==> src/rtl/snn_pkg.sv <==
// Shared types, default parameters and arithmetic helpers for the LIF output layer.
package snn_pkg;

  typedef enum logic [1:0] {
    IDLE  = 2'd0,
    ACCUM = 2'd1,
    FIRE  = 2'd2
  } state_t;

  localparam int unsigned DEF_IN_SIZE      = 16;
  localparam int unsigned DEF_IN_WIDTH     = 4;
  localparam int unsigned DEF_OUTPUT_SIZE  = 10;
  localparam int unsigned DEF_OUTPUT_WIDTH = 4;
  localparam int unsigned DEF_W_WIDTH      = 8;
  localparam int unsigned DEF_V_WIDTH      = 12;
  localparam int unsigned DEF_THRESHOLD    = 64;
  localparam int unsigned DEF_LEAK_SHIFT   = 3;

  // Signed add clamped to the range of a 'width'-bit two's complement value.
  // Operands are pre-extended to 32 bits, so the raw sum itself cannot wrap.
  function automatic logic signed [31:0] sat_add(input logic signed [31:0] a,
                                                 input logic signed [31:0] b,
                                                 input int unsigned       width);
    logic signed [31:0] s;
    logic signed [31:0] hi;
    logic signed [31:0] lo;
    s  = a + b;
    hi = (32'sd1 <<< (width - 1)) - 32'sd1;
    lo = -hi - 32'sd1;
    if (s > hi) return hi;
    if (s < lo) return lo;
    return s;
  endfunction

endpackage

==> src/rtl/lif_acc_neuron.sv <==
// One LIF neuron: saturating weight accumulation, leak, threshold and subtractive reset.
module lif_acc_neuron
  import snn_pkg::*;
#(
  parameter int unsigned W_WIDTH    = DEF_W_WIDTH,
  parameter int unsigned V_WIDTH    = DEF_V_WIDTH,
  parameter int unsigned THRESHOLD  = DEF_THRESHOLD,
  parameter int unsigned LEAK_SHIFT = DEF_LEAK_SHIFT
) (
  input  logic               i_clk,
  input  logic               i_add_en,
  input  logic [W_WIDTH-1:0] i_weight,
  input  logic               i_fire,
  input  logic               i_clear,
  output logic               o_fire
);

  localparam logic signed [V_WIDTH-1:0] TH = V_WIDTH'(THRESHOLD);

  logic signed [V_WIDTH-1:0] r_v;
  logic signed [V_WIDTH-1:0] w_leak;
  logic signed [V_WIDTH-1:0] w_vl;
  logic signed [V_WIDTH-1:0] w_sum;
  logic                      w_above;

  // Leaked potential, threshold test and saturated accumulation result.
  always_comb begin
    w_leak  = r_v >>> LEAK_SHIFT;
    w_vl    = r_v - w_leak;
    w_above = (w_vl >= TH);
    w_sum   = V_WIDTH'(sat_add(32'(r_v), 32'($signed(i_weight)), V_WIDTH));
  end

  assign o_fire = i_fire && w_above;

  // Membrane potential: clear wins over fire, fire wins over accumulate.
  always_ff @(posedge i_clk) begin
    if (i_clear) begin
      r_v <= '0;
    end else if (i_fire) begin
      r_v <= w_above ? (w_vl - TH) : w_vl;
    end else if (i_add_en) begin
      r_v <= w_sum;
    end
  end

endmodule

==> src/rtl/lif_out_layer.sv <==
// Time-multiplexed LIF output layer: row-serial weight accumulation, then leak/fire per timestep.
module lif_out_layer
  import snn_pkg::*;
#(
  parameter int unsigned IN_SIZE      = DEF_IN_SIZE,
  parameter int unsigned IN_WIDTH     = DEF_IN_WIDTH,
  parameter int unsigned OUTPUT_SIZE  = DEF_OUTPUT_SIZE,
  parameter int unsigned OUTPUT_WIDTH = DEF_OUTPUT_WIDTH,
  parameter int unsigned W_WIDTH      = DEF_W_WIDTH,
  parameter int unsigned V_WIDTH      = DEF_V_WIDTH,
  parameter int unsigned THRESHOLD    = DEF_THRESHOLD,
  parameter int unsigned LEAK_SHIFT   = DEF_LEAK_SHIFT
) (
  input  logic                    clk,
  input  logic                    rst,
  input  logic [IN_SIZE-1:0]      in_spike,
  input  logic                    in_last,
  input  logic                    in_valid,
  output logic                    in_ready,
  input  logic                    w_wr,
  input  logic [IN_WIDTH-1:0]     w_row,
  input  logic [OUTPUT_WIDTH-1:0] w_col,
  input  logic [W_WIDTH-1:0]      w_data,
  output logic [OUTPUT_SIZE-1:0]  spike_out,
  output logic                    frame_valid
);

  state_t                   r_state;
  logic [IN_WIDTH-1:0]      r_j;
  logic [IN_SIZE-1:0]       r_spk;
  logic                     r_last;
  logic [OUTPUT_SIZE-1:0]   r_spike_out;
  logic                     r_frame_valid;
  logic                     r_out_last;
  logic [W_WIDTH-1:0]       r_w [IN_SIZE][OUTPUT_SIZE];

  logic                     w_add_en;
  logic                     w_fire;
  logic                     w_clear;
  logic [OUTPUT_SIZE-1:0]   w_fired;

  assign in_ready    = (r_state == IDLE) && !rst;
  assign w_add_en    = (r_state == ACCUM) && r_spk[r_j];
  assign w_fire      = (r_state == FIRE);
  assign w_clear     = rst || (w_fire && r_last);
  assign spike_out   = r_spike_out;
  assign frame_valid = r_frame_valid;

  // Weight RAM, writable only while idle; unmatched (out-of-range) addresses fall through the decode.
  always_ff @(posedge clk) begin
    if (w_wr && (r_state == IDLE)) begin
      for (int unsigned r = 0; r < IN_SIZE; r++) begin
        for (int unsigned c = 0; c < OUTPUT_SIZE; c++) begin
          if ((w_row == IN_WIDTH'(r)) && (w_col == OUTPUT_WIDTH'(c))) begin
            r_w[r][c] <= w_data;
          end
        end
      end
    end
  end

  // Control FSM with the input latch, row counter and registered spike/frame outputs.
  always_ff @(posedge clk) begin
    if (rst) begin
      r_state       <= IDLE;
      r_j           <= '0;
      r_spk         <= '0;
      r_last        <= 1'b0;
      r_spike_out   <= '0;
      r_frame_valid <= 1'b0;
      r_out_last    <= 1'b0;
    end else begin
      r_spike_out <= '0;
      r_out_last  <= 1'b0;
      if (r_out_last) begin
        r_frame_valid <= 1'b0;
      end
      case (r_state)
        IDLE: begin
          if (in_valid) begin
            r_spk   <= in_spike;
            r_last  <= in_last;
            r_j     <= '0;
            r_state <= ACCUM;
          end
        end
        ACCUM: begin
          if (r_j == IN_WIDTH'(IN_SIZE - 1)) begin
            r_state <= FIRE;
          end else begin
            r_j <= r_j + 1'b1;
          end
        end
        FIRE: begin
          r_spike_out   <= w_fired;
          r_frame_valid <= 1'b1;
          r_out_last    <= r_last;
          r_state       <= IDLE;
        end
        default: r_state <= IDLE;
      endcase
    end
  end

  for (genvar k = 0; k < OUTPUT_SIZE; k++) begin : g_neu
    lif_acc_neuron #(
      .W_WIDTH   (W_WIDTH),
      .V_WIDTH   (V_WIDTH),
      .THRESHOLD (THRESHOLD),
      .LEAK_SHIFT(LEAK_SHIFT)
    ) u_neu (
      .i_clk   (clk),
      .i_add_en(w_add_en),
      .i_weight(r_w[r_j][k]),
      .i_fire  (w_fire),
      .i_clear (w_clear),
      .o_fire  (w_fired[k])
    );
  end

endmodule
==> config.mk <==
export PLATFORM = sky130hd
export DESIGN_NAME = lif_out_layer
export DESIGN_NICKNAME = d
export VERILOG_FILES = /design/src/rtl/snn_pkg.sv /design/src/rtl/lif_acc_neuron.sv /design/src/rtl/lif_out_layer.sv
export SDC_FILE = /design/constraint.sdc
export NUM_CORES = 2
export LEC_CHECK = 0
export ABC_AREA = 0
export CAP_MARGIN = 20
export CELL_PAD_IN_SITES_DETAIL_PLACEMENT = 0
export CELL_PAD_IN_SITES_GLOBAL_PLACEMENT = 1
export CORE_ASPECT_RATIO = 2
export CORE_UTILIZATION = 40
export CTS_BUF_LIST = sky130_fd_sc_hd__clkbuf_8
export CTS_CLUSTER_DIAMETER = 100
export DETAILED_ROUTE_END_ITERATION = 10
export GPL_ROUTABILITY_DRIVEN = 0
export PLACE_DENSITY_LB_ADDON = 0.1
export SLEW_MARGIN = 40
export SYNTH_ARGS = -nofsm -noshare
export SYNTH_HDL_FRONTEND = slang
export SYNTH_SLANG_ARGS = --single-unit
==> constraint.sdc <==
create_clock -name clk -period 6.3 [get_ports clk]
set_input_delay 1.89 -clock clk [delete_from_list [all_inputs] [get_ports clk]]
set_output_delay 1.89 -clock clk [all_outputs]
set_load 0.05 [all_outputs]
==> flow_metrics.tcl <==
set metrics [dict create \
    h-tree-depth 4 \
    rr_worst_depth 15 \
    fp.dieH_um 580.0 \
    setup_viol 0 \
    hold_class "reg2reg" \
    drt_iter0_drc 2279 \
    dpl.hpwl_um 129500 \
    core_area_mm2 0.1655 \
    start_util 0.4036 \
    cp-start-kind "flip-flop" \
    syn_area_per_cell_um2 15.44 \
    hold_path_depth 2 \
    rows 211 \
    yosysWarnings 0 \
    setup_tns_ps 0 \
    period_share 0.8342 \
    synth-seq-area-share 0.6230 \
    maxSlewHeadroom 0.4084 \
    cts_resized 0 \
    hold_buffers 0 \
    dr_total_vias 38940 \
    routedWlPerCell_um 27.36 \
    multi_input_comb_area_mm2 0.02410 \
    num_io_pins 49 \
    leakage_nw 24.64 \
    grt_overflow_total 0 \
    final_common_cell "edfxtp_1" \
    area_delta_synth_final_pct 12.38 \
    viasPerCell 5.668 \
    synth_edf_count 1280 \
    synth-async-reset-ratio 0 \
    fill_cells 14650 \
    final_core_util 0.4536 \
    cts_root_buffer "clkbuf_8" \
    ys_seq_elements 1439 \
    die-width_um 291.0 \
    holdCritStartpoint "r_spk[4]$_SDFFE_PP0P_" \
    yosys.area.top_type_share 0.5753 \
    fin_nets 4882 \
    ys.flop_type "edfxtp_1" \
    criticalPathCategory "reg2reg" \
    postCtsSetupRepairBufs 0 \
    crit_path_max_fanout 22 \
    track_usage 0.2231 \
    critPathCaptureType "flip-flop" \
    clk_path_buf_depth 4 \
    period_needed_ps 5256 \
    vdd_drop_max_v 0.0001583 \
    status "complete, no violations" \
    grt_max_degree 113 \
    rsz0062_at_grt "false" \
    cts_tree "done" \
    worstMarginPinSlew_ps 887.5 \
    io_buffers 48 \
    dieArea_mm2 0.1688 \
    grt_pass1_vias 41610 \
    cts_buffers 209 \
    finalMaxSlewViolations 0 \
    wirelength_um 188000 \
    r2r-end "g_neu[8].u_neu.r_v[7]$_SDFFE_PP0P_" \
    max_cap_viol_count 0 \
    layout_common_cells "edfxtp_1 (1280), mux4_2 (404), nor2_1 (292)" \
    yosysTopAreaCell "edfxtp_1" \
    timing.fmax_ghz 0.1903 \
    cts_sinks 1439 \
    synth_nets 4636 \
    synth_cells 4328 \
    drc_errors 0 \
    synth_area_leaders "edfxtp_1 (58%), mux4_2 (14%), dfxtp_1 (4.8%)" \
    grt_first_pass_wirelength_um 276000 \
    firstDrtPassIters 5 \
    crit_required_ps 7000 \
    drive_gt1_frac 0.1989 \
    finClkSkew_ps 67.27 \
    regArea_mm2 0.04163 \
    power_mw 20.93 \
    ant_nets 0 \
    path_clk_slew_ps 70 \
    min_to "r_spk[4]$_SDFFE_PP0P_" \
    antenna_found_initial 6 \
    synth_area_mm2 0.06681 \
    power.density_mw_per_mm2 278.7 \
    hold_violations 0 \
    cp.arrival_ps 5950 \
    ys_types 94 \
    insertion_delay_ps 900 \
    r2r_slack_ps 1040 \
]
==> per-stage QoR <==
step / area (um^2) / hold WS (ps) / instances / setup slack, ps
final: 75080 / 455.1 / 6871 / 1044
after global routing: 75070 / 469.1 / 6868 / 693.5
after CTS: 74970 / 456.1 / 6865 / 950.4
after detailed placement: 70830 / 446.7 / 6491 / 1017
after global placement: 70690 / 442.7 / 6487 / 1003
after floorplan: 66810 / 433.1 / 4328 / 1289
==> cell type report <==
cell class | instances | share of cell area
Multi-Input combinational cell | 2551 | 0.3209
Sequential cell | 1439 | 0.5546
Tap cell | 2130 | 0.03550
Clock inverter | 162 | 0.01628
Clock buffer | 212 | 0.03886
Antenna cell | 4 | 0.0001333
Inverter | 166 | 0.008299
Timing Repair Buffer | 207 | 0.02543
==> flip-flops by register name (all words and copies together) (netlist names), named ones only <==
signal and count:
r_spk 16, r_state 2, r_last 1, r_out_last 1
frame_valid 1, g_neu.u_neu.r_v 120, r_w 1280, r_j 4
spike_out 10
==> where the power goes <==
part | internal, mW | switching, mW
registers | 10.4 | 0.0589
clock network | 3.93 | 3.68
logic | 1.12 | 1.72
==> synth_stat cells (all sizes together), types with 14 or more instances <==
master	number
a31oi	29
mux4	404
nand3	60
nand2	180
nor3	58
a2111oi	31
nor2	326
o21a	50
o21ai	172
a21boi	20
o31a	15
a21oi	255
dfxtp	159
buf	34
inv	166
nand2b	30
edfxtp	1280
clkbuf	138
nor2b	48
a211oi	52
ha	251
a21o	52
o211ai	26
o21bai	21
a221oi	15
xor2	61
o221ai	17
fa	20
xnor2	111
or2	14
==> cell families after synthesis <==
| logic type | synth area share |
|---|---|
| AOI/OAI and AO/OA | 0.08617 |
| xor gates and xnor gates | 0.02283 |
| adders and majority gates | 0.05420 |
| buffers and inverters | 0.01905 |
| DFF | 0.6230 |
| muxes | 0.1385 |
| and+or+nand+nor | 0.05631 |
==> routing by layer <==
layer	share of wire	GRT usage	wire, um
met5	0.00017	0	32
met4	0.035	0.08077	6619
met3	0.032	0.02418	6090
met2	0.57	0.4423	107600
met1	0.36	0.2386	67680
==> how the worst max path moves through the flow <==
stage	cells past startpoint	end	slack [ps]	startpoint
2_1_floorplan	2	in_ready	1290	rst
3_3_place_gp	14	g_neu[5].u_neu.r_v[9]$_SDFFE_PP0P_	1000	flip-flop
3_5_place_dp	14	g_neu[5].u_neu.r_v[9]$_SDFFE_PP0P_	1020	flip-flop
4_1_cts	14	g_neu[5].u_neu.r_v[9]$_SDFFE_PP0P_	950	flip-flop
5_1_grt	14	g_neu[5].u_neu.r_v[9]$_SDFFE_PP0P_	690	flip-flop
6_report	15	g_neu[8].u_neu.r_v[7]$_SDFFE_PP0P_	1040	flip-flop
==> critical path: stages (launching register included) <==
cell,delay (ps)
dfxtp_4,660
buf_12,230
buf_12,230
buf_12,220
mux4_2,570
mux4_2,510
fa_1,440
a211o_1,290
o211ai_1,140
a21oi_1,130
o31a_1,290
o21a_1,180
o31ai_1,270
o311a_1,500
a21boi_1,250
o22ai_1,100
(Power assumes the default switching activity.)
